$ cat config.mk
export PLATFORM = sky130hd
export DESIGN_NAME = pixel_fetch_seq
export DESIGN_NICKNAME = d
export VERILOG_FILES = /design/src/rtl/fetch_pkg.sv /design/src/rtl/fetch_tag_fifo.sv /design/src/rtl/pixel_fetch_seq.sv
export SDC_FILE = /design/constraint.sdc
export NUM_CORES = 1
export LEC_CHECK = 0
export CORE_UTILIZATION = 55
export DETAILED_ROUTE_END_ITERATION = 10
export PLACE_DENSITY = 0.87
export SLEW_MARGIN = 20
export SYNTH_ARGS = -nofsm -noshare
export SYNTH_HDL_FRONTEND = slang
export SYNTH_SLANG_ARGS = --single-unit
$ cat constraint.sdc
create_clock -name clk -period 5.23 [get_ports clk]
set_input_delay 1.3075 -clock clk [delete_from_list [all_inputs] [get_ports clk]]
set_output_delay 1.3075 -clock clk [all_outputs]
set_load 0.1 [all_outputs]
$ cat src/rtl/fetch_pkg.sv
// fetch_pkg: shared types for the pixel fetch sequencer.
//   fetch_state_e : sequencer state encoding
//   pix_tag_t     : address tag travelling with each read beat (row, col,
//                   template flag, window index); fields are sized for the
//                   largest supported frame and truncated by the user.
//   clog2_min1    : $clog2 clamped to a minimum of 1 bit
package fetch_pkg;

  typedef enum logic [2:0] {
    ST_IDLE     = 3'd0,
    ST_TEMPLATE = 3'd1,
    ST_WINDOW   = 3'd2,
    ST_DRAIN    = 3'd3,
    ST_DONE     = 3'd4
  } fetch_state_e;

  localparam int TAG_FIELD_W = 16;

  typedef struct packed {
    logic [TAG_FIELD_W-1:0] row;
    logic [TAG_FIELD_W-1:0] col;
    logic                   tem;
    logic [TAG_FIELD_W-1:0] win;
  } pix_tag_t;

  localparam int TAG_W = $bits(pix_tag_t);

  function automatic int clog2_min1(input int n);
    return (n > 1) ? $clog2(n) : 1;
  endfunction

endpackage

$ cat src/rtl/fetch_tag_fifo.sv
// fetch_tag_fifo: DEPTH-entry first-word-fall-through buffer for read data
// plus its tag. A push into a full buffer is accepted when a pop happens in
// the same cycle.
//   push/push_data : write one entry
//   pop            : consume head entry (ignored when empty)
//   head           : current head entry, stable until popped
//   full/empty/count : occupancy status
module fetch_tag_fifo #(
  parameter int DEPTH = 3,
  parameter int W     = 8,
  localparam int CNT_W = $clog2(DEPTH + 1),
  localparam int PTR_W = (DEPTH > 1) ? $clog2(DEPTH) : 1
) (
  input  logic             clk,
  input  logic             rst_n,
  input  logic             push,
  input  logic [W-1:0]     push_data,
  input  logic             pop,
  output logic [W-1:0]     head,
  output logic             full,
  output logic             empty,
  output logic [CNT_W-1:0] count
);

  logic [W-1:0]     mem_q [DEPTH];
  logic [W-1:0]     mem_d [DEPTH];
  logic [PTR_W-1:0] rd_ptr_q, rd_ptr_d;
  logic [PTR_W-1:0] wr_ptr_q, wr_ptr_d;
  logic [CNT_W-1:0] count_q, count_d;
  logic             do_push, do_pop;

  function automatic logic [PTR_W-1:0] ptr_inc(input logic [PTR_W-1:0] p);
    return (p == PTR_W'(DEPTH - 1)) ? '0 : p + PTR_W'(1);
  endfunction

  assign full    = (count_q == CNT_W'(DEPTH));
  assign empty   = (count_q == '0);
  assign do_pop  = pop && !empty;
  assign do_push = push && (!full || do_pop);

  always_comb begin
    mem_d    = mem_q;
    rd_ptr_d = rd_ptr_q;
    wr_ptr_d = wr_ptr_q;
    count_d  = count_q;
    if (do_push) begin
      mem_d[wr_ptr_q] = push_data;
      wr_ptr_d        = ptr_inc(wr_ptr_q);
    end
    if (do_pop) rd_ptr_d = ptr_inc(rd_ptr_q);
    if (do_push && !do_pop)      count_d = count_q + CNT_W'(1);
    else if (!do_push && do_pop) count_d = count_q - CNT_W'(1);
  end

  always_ff @(posedge clk or negedge rst_n) begin
    if (!rst_n) begin
      for (int i = 0; i < DEPTH; i++) mem_q[i] <= '0;
      rd_ptr_q <= '0;
      wr_ptr_q <= '0;
      count_q  <= '0;
    end else begin
      mem_q    <= mem_d;
      rd_ptr_q <= rd_ptr_d;
      wr_ptr_q <= wr_ptr_d;
      count_q  <= count_d;
    end
  end

  assign head  = mem_q[rd_ptr_q];
  assign count = count_q;

endmodule

$ cat src/rtl/pixel_fetch_seq.sv
// pixel_fetch_seq: reads one template frame and NUM_WIN window frames from
// a fixed-latency memory in row-major order and streams the returned pixels,
// each tagged with its address, over a valid/ready interface.
//   ready_2_start        : start request, sampled in IDLE; also releases DONE
//   req/rd_wr/row/col/tem_win/win_idx : read strobe and address
//   read_data            : valid RD_LAT cycles after each req
//   pix_valid/pix_ready, pix_data/row/col/tem/win : tagged pixel stream
//   set_done             : high while in DONE
//   stall_cycles         : only with FETCH_STALL_CNT_EN, counts credit stalls
//
// state    | meaning
// IDLE     | waiting for ready_2_start
// TEMPLATE | issuing template frame reads
// WINDOW   | issuing window frame reads
// DRAIN    | all reads issued, waiting for in-flight and buffered beats
// DONE     | run complete, waiting for ready_2_start to drop
module pixel_fetch_seq
  import fetch_pkg::*;
#(
  parameter int ROWS    = 64,
  parameter int COLS    = 64,
  parameter int NUM_WIN = 4,
  parameter int DATA_W  = 32,
  parameter int RD_LAT  = 1,
  localparam int ROW_W  = clog2_min1(ROWS),
  localparam int COL_W  = clog2_min1(COLS),
  localparam int WIN_W  = clog2_min1(NUM_WIN)
) (
  input  logic              clk,
  input  logic              rst_n,
  input  logic              ready_2_start,
  output logic              req,
  output logic              rd_wr,
  output logic [ROW_W-1:0]  row,
  output logic [COL_W-1:0]  col,
  output logic              tem_win,
  output logic [WIN_W-1:0]  win_idx,
  input  logic [DATA_W-1:0] read_data,
  output logic              pix_valid,
  input  logic              pix_ready,
  output logic [DATA_W-1:0] pix_data,
  output logic [ROW_W-1:0]  pix_row,
  output logic [COL_W-1:0]  pix_col,
  output logic              pix_tem,
  output logic [WIN_W-1:0]  pix_win,
`ifdef FETCH_STALL_CNT_EN
  output logic [31:0]       stall_cycles,
`endif
  output logic              set_done
);

  localparam int DEPTH  = RD_LAT + 2;
  localparam int CNT_W  = $clog2(DEPTH + 1);
  localparam int FIFO_W = TAG_W + DATA_W;

  fetch_state_e     state_q, state_d;
  logic [ROW_W-1:0] row_q, row_d;
  logic [COL_W-1:0] col_q, col_d;
  logic             tem_q, tem_d;
  logic [WIN_W-1:0] win_q, win_d;

  // Tag pipeline mirroring the memory latency; stage RD_LAT-1 lines up with
  // the cycle its read_data is on the bus.
  logic [RD_LAT-1:0] vld_q, vld_d;
  pix_tag_t          tag_q [RD_LAT];
  pix_tag_t          tag_d [RD_LAT];
  pix_tag_t          cur_tag, head_tag;

  logic [CNT_W-1:0]  infl_cnt, fifo_cnt;
  logic [CNT_W:0]    occ;
  logic              run, fifo_full, fifo_empty, pop;
  logic [FIFO_W-1:0] fifo_head;
  logic              unused_bits;

  assign run = (state_q == ST_TEMPLATE) || (state_q == ST_WINDOW);

  always_comb begin
    infl_cnt = '0;
    for (int i = 0; i < RD_LAT; i++) infl_cnt = infl_cnt + CNT_W'(vld_q[i]);
  end

  // Credit: a req is only issued if its beat is guaranteed a buffer slot.
  assign occ = {1'b0, infl_cnt} + {1'b0, fifo_cnt};
  assign req = run && (occ < (CNT_W + 1)'(DEPTH));

  always_comb begin
    state_d = state_q;
    row_d   = row_q;
    col_d   = col_q;
    tem_d   = tem_q;
    win_d   = win_q;
    case (state_q)
      ST_IDLE: begin
        if (ready_2_start) begin
          state_d = ST_TEMPLATE;
          tem_d   = 1'b1;
          row_d   = '0;
          col_d   = '0;
          win_d   = '0;
        end
      end
      ST_TEMPLATE, ST_WINDOW: begin
        if (req) begin
          if (col_q != COL_W'(COLS - 1)) begin
            col_d = col_q + COL_W'(1);
          end else begin
            col_d = '0;
            if (row_q != ROW_W'(ROWS - 1)) begin
              row_d = row_q + ROW_W'(1);
            end else begin
              row_d = '0;
              if (tem_q) begin
                tem_d   = 1'b0;
                win_d   = '0;
                state_d = ST_WINDOW;
              end else if (win_q != WIN_W'(NUM_WIN - 1)) begin
                win_d = win_q + WIN_W'(1);
              end else begin
                win_d   = '0;
                state_d = ST_DRAIN;
              end
            end
          end
        end
      end
      ST_DRAIN: if (infl_cnt == '0 && fifo_empty) state_d = ST_DONE;
      ST_DONE:  if (!ready_2_start) state_d = ST_IDLE;
      default:  state_d = ST_IDLE;
    endcase
  end

  always_comb begin
    cur_tag.row = TAG_FIELD_W'(row_q);
    cur_tag.col = TAG_FIELD_W'(col_q);
    cur_tag.tem = tem_q;
    cur_tag.win = TAG_FIELD_W'(win_q);
    vld_d[0] = req;
    tag_d[0] = cur_tag;
    for (int i = 1; i < RD_LAT; i++) begin
      vld_d[i] = vld_q[i-1];
      tag_d[i] = tag_q[i-1];
    end
  end

  always_ff @(posedge clk or negedge rst_n) begin
    if (!rst_n) begin
      state_q <= ST_IDLE;
      row_q   <= '0;
      col_q   <= '0;
      tem_q   <= 1'b0;
      win_q   <= '0;
      vld_q   <= '0;
      for (int i = 0; i < RD_LAT; i++) tag_q[i] <= '0;
    end else begin
      state_q <= state_d;
      row_q   <= row_d;
      col_q   <= col_d;
      tem_q   <= tem_d;
      win_q   <= win_d;
      vld_q   <= vld_d;
      tag_q   <= tag_d;
    end
  end

  fetch_tag_fifo #(
    .DEPTH (DEPTH),
    .W     (FIFO_W)
  ) u_fifo (
    .clk       (clk),
    .rst_n     (rst_n),
    .push      (vld_q[RD_LAT-1]),
    .push_data ({tag_q[RD_LAT-1], read_data}),
    .pop       (pop),
    .head      (fifo_head),
    .full      (fifo_full),
    .empty     (fifo_empty),
    .count     (fifo_cnt)
  );

  assign pop       = pix_valid && pix_ready;
  assign head_tag  = fifo_head[FIFO_W-1 -: TAG_W];
  assign pix_valid = !fifo_empty;
  assign pix_data  = fifo_head[DATA_W-1:0];
  assign pix_row   = head_tag.row[ROW_W-1:0];
  assign pix_col   = head_tag.col[COL_W-1:0];
  assign pix_tem   = head_tag.tem;
  assign pix_win   = head_tag.win[WIN_W-1:0];

  // Upper tag bits beyond the frame size and the full flag are not needed.
  assign unused_bits = ^{head_tag, fifo_full};

  assign rd_wr    = 1'b0;
  assign row      = row_q;
  assign col      = col_q;
  assign tem_win  = tem_q;
  assign win_idx  = win_q;
  assign set_done = (state_q == ST_DONE);

`ifdef FETCH_STALL_CNT_EN
  logic [31:0] stall_q, stall_d;

  always_comb begin
    stall_d = stall_q;
    if (state_q == ST_IDLE && ready_2_start) stall_d = '0;
    else if (run && !req && stall_q != '1)   stall_d = stall_q + 32'd1;
  end

  always_ff @(posedge clk or negedge rst_n) begin
    if (!rst_n) stall_q <= '0;
    else        stall_q <= stall_d;
  end

  assign stall_cycles = stall_q;
`endif

endmodule

* Word-level counts from Yosys, hierarchy flattened
Cells that the tools add are included.
** Storage, ports and cells
- Register bits after elaboration :: 283
- Bits in latches :: 0
- Bits in writable memories :: 0
- ROM bits :: 0
- Input bits :: 36
- Output and inout bits :: 66
- Word-level logic and storage cells :: 110
- Memories :: 0
** Operators by class
- Add/subtract/negate cells :: 8
- Multipliers :: 0
- Div/mod/pow operators :: 0
- Order comparisons :: 4
- Eq/ne operators :: 17
- Shifts and indexed selects :: 0
- Mux-type cells :: 39
- Bitwise operators :: 2
- Reductions and logical operators :: 24
** Operator list (count)
- $bwmux 243 :: 1
- $bmux 81 s2 :: 1
- $demux 81 s2 :: 1
- $mux 71 :: 2
- $mux 81 :: 1
- $mux 6 :: 6
- $mux 3 :: 8
- $pmux 6 s2 :: 2
- $mux 2 :: 10
- $ne 2x2->1 const B :: 7
- $add 6x1->6 const B :: 2
- $ne 6x6->1 const B :: 2
- $pmux 3 s4 :: 1
- $add 2x1->2 const B :: 4
- $logic_and 1x1->1 :: 8
- $reduce_and 7->1 :: 1
- $eq 2x2->1 const B :: 3
- $eq 3x2->1 const B :: 2
- $ge 3x3->1 const B :: 2
- $not 2->3 :: 2
- $reduce_and 5->1 :: 1
- $logic_not 1->1 :: 4
- $logic_not 2->1 :: 2
- $mux 1 :: 4
- 15 further kinds :: 17

* Longest topological paths before layout
- Depth in word-level cells :: 10
- Depth in mapped cells :: 7
- Gate-level depth less buffers :: 7

* Cells and area by module
From an unflattened synthesis, not the netlist that was laid out.
** Second synthesis, totals
- Cells, all modules :: 952
- Area total of the unflattened synthesis :: 13236.4 sq um
** By module, submodules not included
- fetch_tag_fifo :: times used 1, cells each 809, area an instance 11690.0 sq um, seq. area each 6231.0 sq um
- pixel_fetch_seq :: times used 1, cells each 143, area an instance 1546.5 sq um, seq. area each 850.8 sq um

* Worst setup path before layout
OpenSTA, ideal clock, no wires.
- Path type :: reg2out
- Start :: register u_fifo.rd_ptr_q[1]
- End :: output pix_col[0]
- Data arrival time :: 3.197 ns
- Data required time :: 3.923 ns
- Path slack :: 0.726 ns
- Cell stages (with the launch flop) :: 6
- Path buffers :: 3
- Cell sequence :: dfrtp_1 -> clkbuf_1 -> buf_2 -> buf_2 -> mux2i_1 -> o21ai_0
** On the way
- Cells in the longest elaborated chain, start to end :: 4
** RTL lines
- from (decl) :: RTL line fetch_tag_fifo.sv:27 : logic [PTR_W-1:0] rd_ptr_q, rd_ptr_d;
- from (signal assigned) :: RTL line fetch_tag_fifo.sv:63 : rd_ptr_q <= rd_ptr_d;
- $not 2->3 (implied by the code) :: RTL line fetch_tag_fifo.sv:69 : assign head = mem_q[rd_ptr_q];
- $bmux 81 s2 :: RTL line fetch_tag_fifo.sv:69
- $mux 71 (implied by the code) (2 in a row) :: RTL line fetch_tag_fifo.sv:69
- to (decl) :: RTL line pixel_fetch_seq.sv:43 : output logic [COL_W-1:0] pix_col,
Every way passes these cells. The select of a mux whose other input is x is not followed.

* Worst setup path after layout
- Start :: register u_fifo.count_q[0] (netlist: u_fifo.count[0])
- End :: output req
** On the way
- Cells in the longest elaborated chain, start to end :: 3
** RTL lines
- from (decl) :: RTL line fetch_tag_fifo.sv:29 : logic [CNT_W-1:0] count_q, count_d;
- from (signal assigned) :: RTL line fetch_tag_fifo.sv:65 : count_q <= count_d;
- $add 1x2->3 :: RTL line pixel_fetch_seq.sv:83 : assign occ = {1'b0, infl_cnt} + {1'b0, fifo_cnt};
- $lt 3x2->1 :: RTL line pixel_fetch_seq.sv:84 : assign req = run && (occ < (CNT_W + 1)'(DEPTH));
- $logic_and 1x1->1 :: RTL line pixel_fetch_seq.sv:84
- to (decl) :: RTL line pixel_fetch_seq.sv:32 : output logic req,
Every way passes these cells.

==> metrics.cfg <==
[run_status]
status=finished clean

[floorplan]
dieHeight_um=123
coreArea_sq_mm=0.0140
io_pins=102
die_x_um=123
die_area_sq_mm=0.0151
rows=43
initial_core_util=0.571

[synthesis]
synth_cell_type_count=45
synth_top_cell_by_area=dfrtp_1
ys_seq_area_frac=0.565
synthTopCellsByArea=dfrtp_1 56%, mux2_2 11%, mux2_1 9.7%, mux2i_1 6.0%, o21ai_0 3.2%
synth_nets=658
avgSynthCellArea_sq_um=13.0
syn_inst=616
synth_edf_count=0
netlist_area_sq_mm=0.00802
yosys_warnings=0
synth-main-ff-cell=dfrtp_1
ys_seq_elements=181
synth.top_cell.area_share=0.565
synthArstFlopShare=1.00

[cells_and_area]
syn2layout_area_growth_pct=19.5
nFillCells=992
regArea_sq_mm=0.00453
multi_input_area_sq_mm=0.00326
n_antenna_cell=0
final_nets=749
drive_gt1_frac=0.249

[worst_setup_path]
worst-setup-path-type=register to primary output
startpoint_type=register
cp-end-kind=primary output
slowest_stage=clkdlybuf4s50_1
cp.depth=5
reg2regPathDepth=7
max_stage_delay_ns=1.15
crit_fanout=6
crit_top_cell=ha_1
cp.required_ns=3.92
crit_path_cell_trace=ha_1 -> ha_1 -> a21o_1 -> nor2_4 -> clkdlybuf4s50_1
arrival_ns=2.95
path_buf_inv=1
crit_family=buffers and inverters

[timing]
relSlewSlack=0.342
timing.fmax_mhz=235
tns_ns=0
post-route-min-period_ns=4.25
finalHoldViolCount=0
fin_crit_sh=0.813
rsz0062_at_grt=false
maxSlewViolCount=0
skew_ns=0.0128
tightest_slew_ns=0.984
setup_viol=0

[place]
portBuffers=100
hpwl_mm=10.9
gp_congestion=0.924

[clocking]
cts_sinks=181
cts-root-buf=clkbuf_16
ctsHoldBuffers=0
numCtsBuffers=17
post-cts-setup-buffers=0
cts_tree=built
h-tree-depth=4
clk_path_buf_depth=2
worstSkewPairLatency_ns=0.42
post_cts_resize_count=0
path_clk_slew_ns=0.06

[global_routing]
overflow=0
grt_pass1_vias=5376
antenna_found_initial=0
grt_pass1_wl_mm=27.0
track_usage=0.238
grt_max_degree=97

[routing]
vias=5084
post-route-drc-count=0
drtAntennaViolNets=0
firstDrtPassIters=5
wirelength_mm=16.6
wl_per_cell_um=18.4
via_per_inst=5.65
drtIter0Drc=317

[min_path]
hold_path.class=register to register
holdPathStages=0

[flow_run]
maxCapViolations=0

[flip-flops by register name, summed over array words and instances, names as in the netlist, 2 cells and up]
name             flops
state_q              3
u_fifo.wr_ptr_q      2
row                  6
u_fifo.rd_ptr_q      2
tag_q               15
col                  6
u_fifo.mem_q       141
win_idx              2
u_fifo.count         2
[per-layer routing]
| metal | global-route usage | vias to the layer above | share of wire |
|---|---|---|---|
| met1 | 0.308 | 2577 | 0.46 |
| li1 | - | 2370 | - |
| met2 | 0.393 | 125 | 0.49 |
| met3 | 0.0609 | 12 | 0.041 |
| met5 | 0 | - | 0 |
| met4 | 0.0739 | 0 | 0.0093 |
[placed cells by master (no fill, tap or decap), types with 7 or more instances in the layout]
cell type	n
mux2_1	69
dfrtp_1	180
clkdlybuf4s50_1	52
o21ai_0	51
buf_4	55
clkbuf_16	17
mux2_2	75
nor2_1	14
mux2i_1	48
a21oi_1	7
nand2_1	64
[layout make-up]
type	count	area share
Multi-Input combinational cell	396	0.340
Clock inverter	9	0.0129
Inverter	3	0.00118
Timing Repair Buffer	108	0.0986
Sequential cell	181	0.473
Tap cell	180	0.0235
Clock buffer	23	0.0509
[cell usage after synthesis (7+ instances only)]
| cell type | number |
|---|---|
| a21oi_1 | 7 |
| buf_2 | 10 |
| buf_6 | 11 |
| clkbuf_1 | 10 |
| dfrtp_1 | 181 |
| mux2_1 | 69 |
| mux2_2 | 75 |
| mux2i_1 | 48 |
| nand2_1 | 66 |
| nor2_1 | 14 |
| nor3_1 | 7 |
| o21ai_0 | 51 |
[final timing paths]
kind / startpoint / end / slack, ns
setup / recovery: u_fifo.count[0]$_DFFE_PN0P_ / req / 0.98
hold / removal: win_idx[1]$_DFFE_PN0P_ / tag_q[1]$_DFF_PN0_ / 0.46
setup reg to reg: u_fifo.count[0]$_DFFE_PN0P_ / state_q[1]$_DFFE_PN0P_ / 2.83
hold reg to reg: win_idx[1]$_DFFE_PN0P_ / tag_q[1]$_DFF_PN0_ / 0.46
max in group asynchronous: rst_n / u_fifo.mem_q[130]$_DFFE_PN0P_ / 3.14
min in group asynchronous: rst_n / u_fifo.mem_q[171]$_DFFE_PN0P_ / 0.95
[per-stage QoR]
stage	area (sq um)	std cells	hold slack, ns	utilization	setup slack [ns]
2_1_floorplan	8020	616	0.457	-	0.726
3_3_place_gp	8970	868	0.422	0.639	1.47
3_5_place_dp	8970	868	0.439	0.639	1.41
4_1_cts	9580	900	0.458	0.682	0.943
5_1_grt	9580	900	0.478	0.682	0.826
6_report	9580	900	0.458	0.682	0.977
[cells by family (layout without fill, tap and decap cells)]
logic type               Yosys count  in the layout  share of synthesized area
XOR/XNOR                           4              4                    0.00531
other                              1              1                   0.000468
buffers and inverters             39            143                     0.0315
flip-flops                       181            181                      0.565
adder cells (fa/ha/maj)            6              6                    0.00936
AO/OA/AOI/OAI                     87             87                     0.0640
multiplexers                     193            193                      0.264
AND/OR/NAND/NOR                  105            105                     0.0607
Power is left out: the tool's default activity adds up to more than one toggle a clock period on the data nets, which glitch-free logic cannot reach.
